[src/rtl/mem_hs_pkg.sv]
// Shared definitions for the valid/ready single-port memory handshake.
//
// Contents:
//   DEF_WIDTH, DEF_ADDR_WIDTH : default word and address widths, shared with
//                               the `memory` responder so both ends agree.
//   DIR_WR / DIR_RD           : encoding of the wr_rd direction bit.
//   state_e                   : burst initiator FSM states.
package mem_hs_pkg;

  localparam int DEF_WIDTH      = 16;
  localparam int DEF_ADDR_WIDTH = 4;

  localparam logic DIR_WR = 1'b1;
  localparam logic DIR_RD = 1'b0;

  typedef enum logic [1:0] {
    IDLE  = 2'd0,
    FETCH = 2'd1,
    REQ   = 2'd2,
    DONE  = 2'd3
  } state_e;

endpackage

[src/rtl/mem_hs_timeout.sv]
// Loadable down-counter used as a per-beat handshake watchdog.
//
// Ports:
//   clk_i       : clock, all logic on posedge.
//   rst_ni      : asynchronous active-low reset, counter returns to 0.
//   clr_i       : synchronous clear to 0 (highest priority).
//   load_i      : load load_val_i (next priority).
//   load_val_i  : cycle budget to load.
//   en_i        : count one waiting cycle.
//   expired_o   : high in the enabled cycle that consumes the last unit of
//                 budget, so the owner can abort on the same clock edge.
module mem_hs_timeout #(
  parameter int CNT_WIDTH = 8
) (
  input  logic                 clk_i,
  input  logic                 rst_ni,
  input  logic                 clr_i,
  input  logic                 load_i,
  input  logic [CNT_WIDTH-1:0] load_val_i,
  input  logic                 en_i,
  output logic                 expired_o
);

  logic [CNT_WIDTH-1:0] count_q;

  // NOTE: state registers use non-blocking assignments so every flop samples
  // the pre-edge value of every other flop, independent of block ordering.
  always_ff @(posedge clk_i or negedge rst_ni) begin
    if (!rst_ni) begin
      count_q <= '0;
    end else if (clr_i) begin
      count_q <= '0;
    end else if (load_i) begin
      count_q <= load_val_i;
    end else if (en_i && (count_q != '0)) begin
      count_q <= count_q - 1'b1;
    end
  end

  assign expired_o = en_i && (count_q == CNT_WIDTH'(1));

endmodule

[src/rtl/mem_burst_initiator.sv]
// Initiator side of the valid/ready single-port memory handshake. Issues a
// burst of len_i consecutive word writes or reads starting at base_addr_i.
// Write data is pulled from an upstream valid/ready stream; read data is
// pushed downstream as one-cycle rd_valid_o pulses without backpressure.
//
// Ports:
//   clk_i, rst_ni                 : clock and asynchronous active-low reset.
//   start_i, cmd_wr_i,
//   base_addr_i, len_i            : command, sampled only in IDLE.
//   busy_o, done_o, err_o         : burst status; err_o is a sticky timeout
//                                   flag cleared by the next accepted start.
//   wdata_i, wdata_valid_i,
//   wdata_ready_o                 : upstream write-data stream.
//   rd_data_o, rd_valid_o         : downstream read-data stream.
//   addr_o, wdata_o, wr_rd_o,
//   valid_o, ready_i, rdata_i     : memory request channel.
module mem_burst_initiator
  import mem_hs_pkg::*;
#(
  parameter int WIDTH      = DEF_WIDTH,
  parameter int ADDR_WIDTH = DEF_ADDR_WIDTH,
  parameter int TIMEOUT    = 64
) (
  input  logic                  clk_i,
  input  logic                  rst_ni,
  input  logic                  start_i,
  input  logic                  cmd_wr_i,
  input  logic [ADDR_WIDTH-1:0] base_addr_i,
  input  logic [ADDR_WIDTH:0]   len_i,
  output logic                  busy_o,
  output logic                  done_o,
  output logic                  err_o,
  input  logic [WIDTH-1:0]      wdata_i,
  input  logic                  wdata_valid_i,
  output logic                  wdata_ready_o,
  output logic [WIDTH-1:0]      rd_data_o,
  output logic                  rd_valid_o,
  output logic [ADDR_WIDTH-1:0] addr_o,
  output logic [WIDTH-1:0]      wdata_o,
  output logic                  wr_rd_o,
  output logic                  valid_o,
  input  logic                  ready_i,
  input  logic [WIDTH-1:0]      rdata_i
);

  localparam int TO_W = $clog2(TIMEOUT + 1);
  localparam logic [ADDR_WIDTH:0] LAST_BEAT = (ADDR_WIDTH + 1)'(1);

  state_e                state_q;
  logic [ADDR_WIDTH:0]   remain_q;   // beats still to transfer
  logic                  to_load;
  logic                  to_en;
  logic                  to_clr;
  logic                  to_expired;

  // The watchdog budget restarts whenever REQ is (re)entered and on every
  // transfer, so it bounds the wait for each individual beat.
  // NOTE: every signal written in always_comb gets a default first, so no
  // path leaves it unassigned and no latch is inferred.
  always_comb begin
    to_load = 1'b0;
    case (state_q)
      IDLE:    to_load = start_i && (len_i != '0) && (cmd_wr_i == DIR_RD);
      FETCH:   to_load = wdata_valid_i;
      REQ:     to_load = ready_i;
      default: to_load = 1'b0;
    endcase
  end

  assign to_en  = (state_q == REQ) && !ready_i;
  assign to_clr = (state_q == DONE);

  mem_hs_timeout #(
    .CNT_WIDTH (TO_W)
  ) u_timeout (
    .clk_i      (clk_i),
    .rst_ni     (rst_ni),
    .clr_i      (to_clr),
    .load_i     (to_load),
    .load_val_i (TO_W'(TIMEOUT)),
    .en_i       (to_en),
    .expired_o  (to_expired)
  );

  // Single FSM with registered outputs. wr_rd_o doubles as the latched
  // command direction and addr_o as the running address.
  always_ff @(posedge clk_i or negedge rst_ni) begin
    if (!rst_ni) begin
      state_q       <= IDLE;
      remain_q      <= '0;
      busy_o        <= 1'b0;
      done_o        <= 1'b0;
      err_o         <= 1'b0;
      wdata_ready_o <= 1'b0;
      rd_data_o     <= '0;
      rd_valid_o    <= 1'b0;
      addr_o        <= '0;
      wdata_o       <= '0;
      wr_rd_o       <= 1'b0;
      valid_o       <= 1'b0;
    end else begin
      // Pulse outputs default low and are raised only where they fire.
      done_o     <= 1'b0;
      rd_valid_o <= 1'b0;

      case (state_q)
        IDLE: begin
          if (start_i) begin
            busy_o   <= 1'b1;
            err_o    <= 1'b0;
            wr_rd_o  <= cmd_wr_i;
            addr_o   <= base_addr_i;
            remain_q <= len_i;
            if (len_i == '0) begin
              state_q <= DONE;
            end else if (cmd_wr_i == DIR_WR) begin
              wdata_ready_o <= 1'b1;
              state_q       <= FETCH;
            end else begin
              valid_o <= 1'b1;
              state_q <= REQ;
            end
          end
        end

        FETCH: begin
          // wdata_ready_o is high throughout FETCH, so valid alone completes
          // the upstream handshake. No watchdog here: the source may idle.
          if (wdata_valid_i) begin
            wdata_o       <= wdata_i;
            wdata_ready_o <= 1'b0;
            valid_o       <= 1'b1;
            state_q       <= REQ;
          end
        end

        REQ: begin
          if (ready_i) begin
            addr_o   <= addr_o + 1'b1;  // wraps modulo the memory depth
            remain_q <= remain_q - 1'b1;
            if (wr_rd_o == DIR_RD) begin
              rd_data_o  <= rdata_i;
              rd_valid_o <= 1'b1;
            end
            if (remain_q == LAST_BEAT) begin
              valid_o <= 1'b0;
              state_q <= DONE;
            end else if (wr_rd_o == DIR_WR) begin
              valid_o       <= 1'b0;
              wdata_ready_o <= 1'b1;
              state_q       <= FETCH;
            end
            // Reads stay in REQ with valid_o held for back-to-back beats.
          end else if (to_expired) begin
            // Abort: remaining beats are discarded.
            err_o   <= 1'b1;
            valid_o <= 1'b0;
            state_q <= DONE;
          end
        end

        DONE: begin
          done_o  <= 1'b1;
          busy_o  <= 1'b0;
          state_q <= IDLE;
        end

        default: state_q <= IDLE;
      endcase
    end
  end

endmodule

[config.mk]
export PLATFORM = sky130hd
export DESIGN_NAME = mem_burst_initiator
export DESIGN_NICKNAME = d
export VERILOG_FILES = /design/src/rtl/mem_hs_pkg.sv /design/src/rtl/mem_hs_timeout.sv /design/src/rtl/mem_burst_initiator.sv
export SDC_FILE = /design/constraint.sdc
export NUM_CORES = 1
export LEC_CHECK = 0
export CAP_MARGIN = 5
export CORE_ASPECT_RATIO = 1.1
export CORE_MARGIN = 2
export CORE_UTILIZATION = 45
export CTS_BUF_LIST = sky130_fd_sc_hd__clkbuf_4 sky130_fd_sc_hd__clkbuf_8 sky130_fd_sc_hd__clkbuf_16
export DETAILED_ROUTE_END_ITERATION = 10
export PLACE_DENSITY = 0.8
export SETUP_SLACK_MARGIN = 0.2
export SYNTH_ARGS = -nofsm -noshare
export SYNTH_HDL_FRONTEND = slang
export SYNTH_SLANG_ARGS = --single-unit
[constraint.sdc]
create_clock -name clk_i -period 2.25 [get_ports clk_i]
set_clock_uncertainty 0.2 [all_clocks]
set_input_delay 0.45 -clock clk_i [delete_from_list [all_inputs] [get_ports clk_i]]
set_output_delay 0.45 -clock clk_i [all_outputs]
set_load 0.01 [all_outputs]
==> results of run 1 <==
[stage by stage]
step	hold slack, ps	area [um2]	power [mW]
floorplan	-45.59	2604	3.049
global placement	146.5	3682	4.184
detailed placement	150.8	3682	4.260
CTS	281.6	3966	5.515
global route	294.2	3989	5.892
finish	275.6	3989	5.515
[per-layer routing]
metal	vias to the layer above	wire [um]	global-route usage
met4	0	119	0.07603
met3	15	588	0.09740
met5	-	0	0
met2	84	2994	0.3387
li1	1102	-	-
met1	1089	2751	0.2573
[kinds of logic (layout without fill, tap and decap cells)]
family | after synthesis | count (layout) | share of synthesized area
multiplexers | 19 | 19 | 0.08133
AO/OA/AOI/OAI | 46 | 46 | 0.1126
XOR/XNOR | 1 | 1 | 0.003369
flip-flops | 57 | 57 | 0.5486
buffers and inverters | 17 | 133 | 0.02887
adder cells (fa/ha/maj) | 5 | 5 | 0.02406
AND/OR/NAND/NOR | 111 | 111 | 0.2012
[sequential cells by signal, indices dropped and copies added, names as in the netlist]
register and cells:
rd_data_o 16, wdata_o 16, u_timeout.count_q 7, remain_q 5, addr_o 4, state_q 2
busy_o 1, done_o 1, err_o 1, rd_valid_o 1, valid_o 1, wdata_ready_o 1
wr_rd_o 1
[worst reg2reg max path, cell delays in order, from the launching register on]
cell,delay (ps)
dfrtp_1,370
or4b_4,540
buf_4,160
or4_2,540
a21oi_2,140
[final timing paths]
path	to	slack, ps
setup / recovery	u_timeout.count_q[4]	220
hold / removal	wdata_o[2]	280
setup reg to reg	u_timeout.count_q[4]	220
hold reg to reg	wdata_o[2]	280
max in group asynchronous	wdata_o[5]	950
min in group asynchronous	rd_data_o[14]	340
[cell type report]
cell class                      count  area (um2)
Sequential cell                    57        1426
Inverter                            8       30.03
Clock buffer                       11       145.1
Multi-Input combinational cell    182        1124
Clock inverter                      5       102.6
Tap cell                           77       96.34
Timing Repair Buffer              109        1065
Fill cell                         450        1672
[synth_stat cells, types with 3 or more instances]
cell / n
a211oi_1: 3
a21o_1: 3
a21oi_1: 13
and2_1: 3
buf_2: 3
clkbuf_1: 5
dfrtp_1: 57
ha_1: 5
inv_1: 7
mux2_2: 17
nand2_1: 62
nand2b_1: 5
nand3_1: 4
nand3b_1: 4
nor2_1: 17
nor3b_1: 3
o21ai_0: 12
[power breakdown]
| group | leakage (nW) | internal (mW) | switching (mW) | total (mW) |
|---|---|---|---|---|
| Clock | 0.123 | 0.776 | 0.407 | 1.18 |
| Combinational | 0.973 | 1.37 | 1.14 | 2.51 |
| Sequential | 0.703 | 1.50 | 0.325 | 1.82 |
[what timing repair did]
| action | 4_1_cts | 5_1_grt |
|---|---|---|
| hold buffers | 1 | 0 |
| endpoints found under the hold margin | 10 | 0 |
| setup buffers | 3 | 0 |
| endpoints found under the setup margin | 2 | 9 |
| pin swaps | 4 | 2 |
| gates resized for setup | 2 | 5 |
==> out/qor.yml, run 1 <==
layout_commonest_cell: "clkdlybuf4s50_1"
dieArea_um2: 6402
ios: 90
worstMarginPinSlew_ps: 418.8
placed_cells: 429
netlist_instances: 256
ys_types: 43
rsz0062_at_grt: "yes"
status: "finished clean"
synthFlopType: "dfrtp_1"
start_util: 0.4593
fmax_ghz: 0.4936
tns_ps: 0
grt_pass1_vias: 2340
r2r.worst_path.cells: 4
critPathKind: "flip-flop to flip-flop"
cts.sink_count: 57
place_hpwl_um: 4581
whs_path_depth: 2
postRouteAntennaNets: 0
synth_seq_cells: 57
power_leakage_nw: 1.799
via_per_inst: 5.100
hp-class: "flip-flop to flip-flop"
yosysWarnings: 0
clock-root-buffer: "clkbuf_8"
slew_violations: 0
crit_path_top_delay_cell: "or4b_4"
grt_usage: 0.2137
cts_buffers: 9
setup_ws_ps: 224.2
layout-area-overhead-vs-synth_pct: 53.42
drv_cap: 0
slowest_delay_ps: 540
cp_num_buf_inv: 1
grt_pass1_wl_um: 10820
wirelength_um: 6454
setup_viol: 0
cp.arrival_ps: 2090
h-tree-depth: 3
slew_headroom: 0.7136
drive_above_1_share: 0.1720
insertion_delay_ps: 340
peakVddDrop_mv: 0.7798
synthTopCellsByArea: "dfrtp_1 (55%), nand2_1 (9.0%), mux2_2 (7.4%), a21oi_1 (2.5%), nor2_1 (2.5%)"
ys_seq_area_frac: 0.5486
die_y_um: 83.72
drc: 0
place_congestion: 0.7949
worstSetupStartpointType: "flip-flop"
synth_enable_flop_cells: 0
drt-initial-drc-count: 116
pre_cts_slack_ps: -293.0
required_ps: 2310
syn_area_per_cell_um2: 10.16
placeableCoreArea_um2: 5660
overflow: 0
grt_antenna_before_repair: 0
post-route-period-util: 0.9004
crit_family: "simple AND/OR/NAND/NOR gates"
min_period_ps: 2026
synth_area_um2: 2600
vias: 2290
cts_buffer_depth: 2
r2r_start: "state_q[0]"
pwr_density_cell_nw_per_um2: 1383
critPathCaptureType: "flip-flop"
nNetsFinal: 419
critPathMaxFanout: 3
layout_common_cells: "clkdlybuf4s50_1 (86), nand2_1 (62), dfrtp_1 (57)"
crit_chain: "or4b_4 > buf_4 > or4_2 > a21oi_2"
wire_per_inst_um: 14.37
finalNonFillerCells: 449
drtPass1Iterations: 4
min-delay-start: "wdata_o[2]"
grt_max_degree: 28
num_rows: 29
numPortBuffers: 89
path_depth: 4
syn_nets: 308
die_width_um: 76.48
clk_pin_slew_ps: 70
n_antenna_cell: 0
hold_viol: 0
async_flop_share: 1.000
final_util: 0.7047
synth_top_area_share: 0.5486
synth_area_leader_cell: "dfrtp_1"
worstSetupStartpoint: "state_q[0]"
cts_tree: "built"
No activity file was read; power rests on OpenSTA's default activity.
==> run 2: changes to the inputs <==
- CORE_UTILIZATION: 45 -> 46
- PLACE_DENSITY: 0.8 -> 0.79
- SYNTH_HIERARCHICAL: unset -> 1
==> run 2 against run 1 <==
Sequential share of layout area decreased by 2.4 points. First-iteration DRC count rose by 21%. Routed wire length up 9.6%. Cell area up 7.7%. Via count grew 1.7%. Register-to-register slack improved by 50 ps. Count of clock-buffer cells in the layout shrank 2. Critical endpoint is now u_timeout/count_q[6]. Largest cell class unchanged. Highest routed layer unchanged.
==> out/qor.yml, run 2 <==
pre_cts_slack_ps: -393.9  # -100.9 ps
cts.sink_count: 57  # unchanged
vias: 2330  # +1.7%
layout-area-overhead-vs-synth_pct: 51.52
clk_pin_slew_ps: 70  # about the same
drv_cap: 0  # unchanged
drc: 0  # unchanged
setup_ws_ps: 240.1  # +15.94 ps
slew_violations: 0  # unchanged
critPathMaxFanout: 5  # +2
ios: 90  # unchanged
synth_area_leader_cell: "dfrtp_1"
drtPass1Iterations: 4  # unchanged
tns_ps: 0  # unchanged
start_util: 0.4660  # +0.006721
synthTopCellsByArea: "dfrtp_1 (50%), mux2_2 (10%), mux2_4 (3.7%), ha_1 (2.6%), o211ai_1 (2.4%)"
status: "finished clean"
worstSetupStartpointType: "primary input"
fillers: 472  # +4.9%
postRouteAntennaNets: 0  # unchanged
dieArea_um2: 6805  # +6.3%
overflow: 0  # unchanged
grt_pass1_vias: 2350  # +0.43%
synth_top_area_share: 0.5033  # -0.04529
critPathKind: "primary input to flip-flop"
yosysWarnings: 6  # +6
cts_tree: "built"
grt_antenna_before_repair: 0  # unchanged
layout_common_cells: "clkdlybuf4s50_1 (84), dfrtp_1 (53), buf_4 (28)"
critPathCaptureType: "flip-flop"
place_congestion: 0.8442  # +6.2%
layout_commonest_cell: "clkdlybuf4s50_1"
synthFlopType: "dfrtp_1"
slew_headroom: 0.6446  # -0.06903
required_ps: 2300  # about the same
numPortBuffers: 89  # unchanged
rsz0062_at_grt: "no"
power_mw: 5.924  # +7.4%
hold_viol: 0  # unchanged
yosysMostFrequentCell: "dfrtp_1"
grt_usage: 0.2160  # +0.002336
ys_seq_area_frac: 0.5033  # -0.04529
drive_above_1_share: 0.2679  # +0.09586
fmax_ghz: 0.4975  # +0.79%
num_rows: 30  # +3.4%
grt_max_degree: 36  # +29%
synth_enable_flop_cells: 0  # unchanged
wirelength_um: 7073  # +9.6%
hp-class: "primary input to flip-flop"
synth_seq_cells: 57  # unchanged
die_width_um: 78.84  # +3.1%
via_per_inst: 5.098  # about the same
post-route-period-util: 0.8933  # -0.007083
cts_buffers: 9  # unchanged
synth_commonest_cells: "dfrtp_1 (57), mux2_2 (26), nand2_1 (17)"
nNetsFinal: 425  # +1.4%
syn_area_per_cell_um2: 11.47  # +13%
placeableCoreArea_um2: 6081  # +7.4%
ys_types: 47  # +9.3%
wire_per_inst_um: 15.48  # +7.7%
netlist_instances: 247  # -3.5%
pwr_density_cell_nw_per_um2: 1380  # -0.21%
cts_buffer_depth: 2  # unchanged
cp.arrival_ps: 2060  # -30 ps
top_regs: "rd_data_o x16, wdata_o x16, u_timeout/count_q x7"
worstMarginPinSlew_ps: 533.1  # +114.4 ps
peakVddDrop_mv: 0.7603  # -2.5%
h-tree-depth: 3  # unchanged
drt-initial-drc-count: 140  # +21%
setup_viol: 0  # unchanged
place_hpwl_um: 4909  # +7.2%
clock-root-buffer: "clkbuf_8"
min_period_ps: 2010  # -15.94 ps
synth_area_um2: 2834  # +9.0%
power_leakage_nw: 1.875  # +4.2%
grt_pass1_wl_um: 11330  # +4.7%
insertion_delay_ps: 340  # about the same
die_y_um: 86.32  # +3.1%
async_flop_share: 1.000  # unchanged
n_antenna_cell: 0  # unchanged
run 2: changes by cell type after synthesis, moves of 7 or more:
| cell | delta |
|---|---|
| mux2_2 | +9 |
| mux2_4 | +7 |
| nand2_1 | -45 |
| nor3_1 | +7 |
| o211ai_1 | +7 |
| o21ai_1 | +8 |
run 2: repair_timing:
action / 4_1_cts / 5_1_grt
endpoints found under the setup margin: 7 / 9
buffers inserted: 1 / 6
cloned: 0 / 0
endpoints found under the hold margin: 22 / 0
resized for setup: 5 / 17
pin swaps: 6 / 11
hold buffers: 1 / 0
run 2: worst paths after layout:
path	from	to	slack (ps)	cells after the start
max	ready_i	u_timeout/count_q[6]	240	6
min	len_i[0]	remain_q[0]	280	3
max reg2reg	u_timeout/count_q[4]	u_timeout/count_q[1]	270	5
min reg2reg	rd_data_o[4]	rd_data_o[4]	310	1
max in group asynchronous	rst_ni	state_q[0]	840	3
min in group asynchronous	rst_ni	rd_data_o[3]	420	2
run 2: stage by stage:
step / instance area, um2 / hold WS [ps] / util / cells
5_1_grt: 4294 / 289.0 / 0.7062 / 457
6_report: 4294 / 279.6 / 0.7062 / 457
4_1_cts: 4202 / 309.1 / 0.6909 / 451
3_3_place_gp: 3950 / 260.6 / 0.6496 / 433
3_5_place_dp: 3950 / 262.9 / 0.6496 / 433
2_1_floorplan: 2875 / -45.59 / - / 252
run 2: per-layer routing:
layer	vias to the layer above	part of all wire	track usage
met4	0	0.013	0.08150
met2	56	0.53	0.3566
met3	8	0.036	0.06563
met5	-	0	0
li1	1132	-	-
met1	1134	0.42	0.2685
run 2: where the power goes:
group / leakage (nW) / internal (mW) / switching, mW
clock network: 0.114 / 0.634 / 0.452
registers: 0.681 / 1.53 / 0.360
logic: 1.08 / 1.69 / 1.26
run 2: critical path: stages:
cell and delay, ps:
clkdlybuf4s50_1 420, buf_4 180, nor2_4 140, nand2_1 130, or4_4 500, a311oi_2 240
run 2: final cells by class:
class	count	area (um2)	area share
clock buffers	9	123.9	0.02885
flip-flops and latches	57	1431	0.3333
repair buffers	121	1150	0.2678
multi-input cells	172	1344	0.3129
inverters	11	41.29	0.009615
clock inverters	7	103.9	0.02418
well taps	80	100.1	0.02331
run 2: logic make-up after synthesis:
family / after synthesis / synth area share
and+or+nand+nor: 69 / 0.1430
buffers and inverters: 23 / 0.04812
AOI/OAI and AO/OA: 56 / 0.1325
other: 2 / 0.002650
DFF: 57 / 0.5033
muxes: 34 / 0.1439
adders and majority gates: 6 / 0.02649
==> run 3: changes to the inputs <==
- CTS_CLUSTER_SIZE: unset -> 40
==> results of run 3 <==
No change in the layout: final DEF, timing and power equal those of run 2.
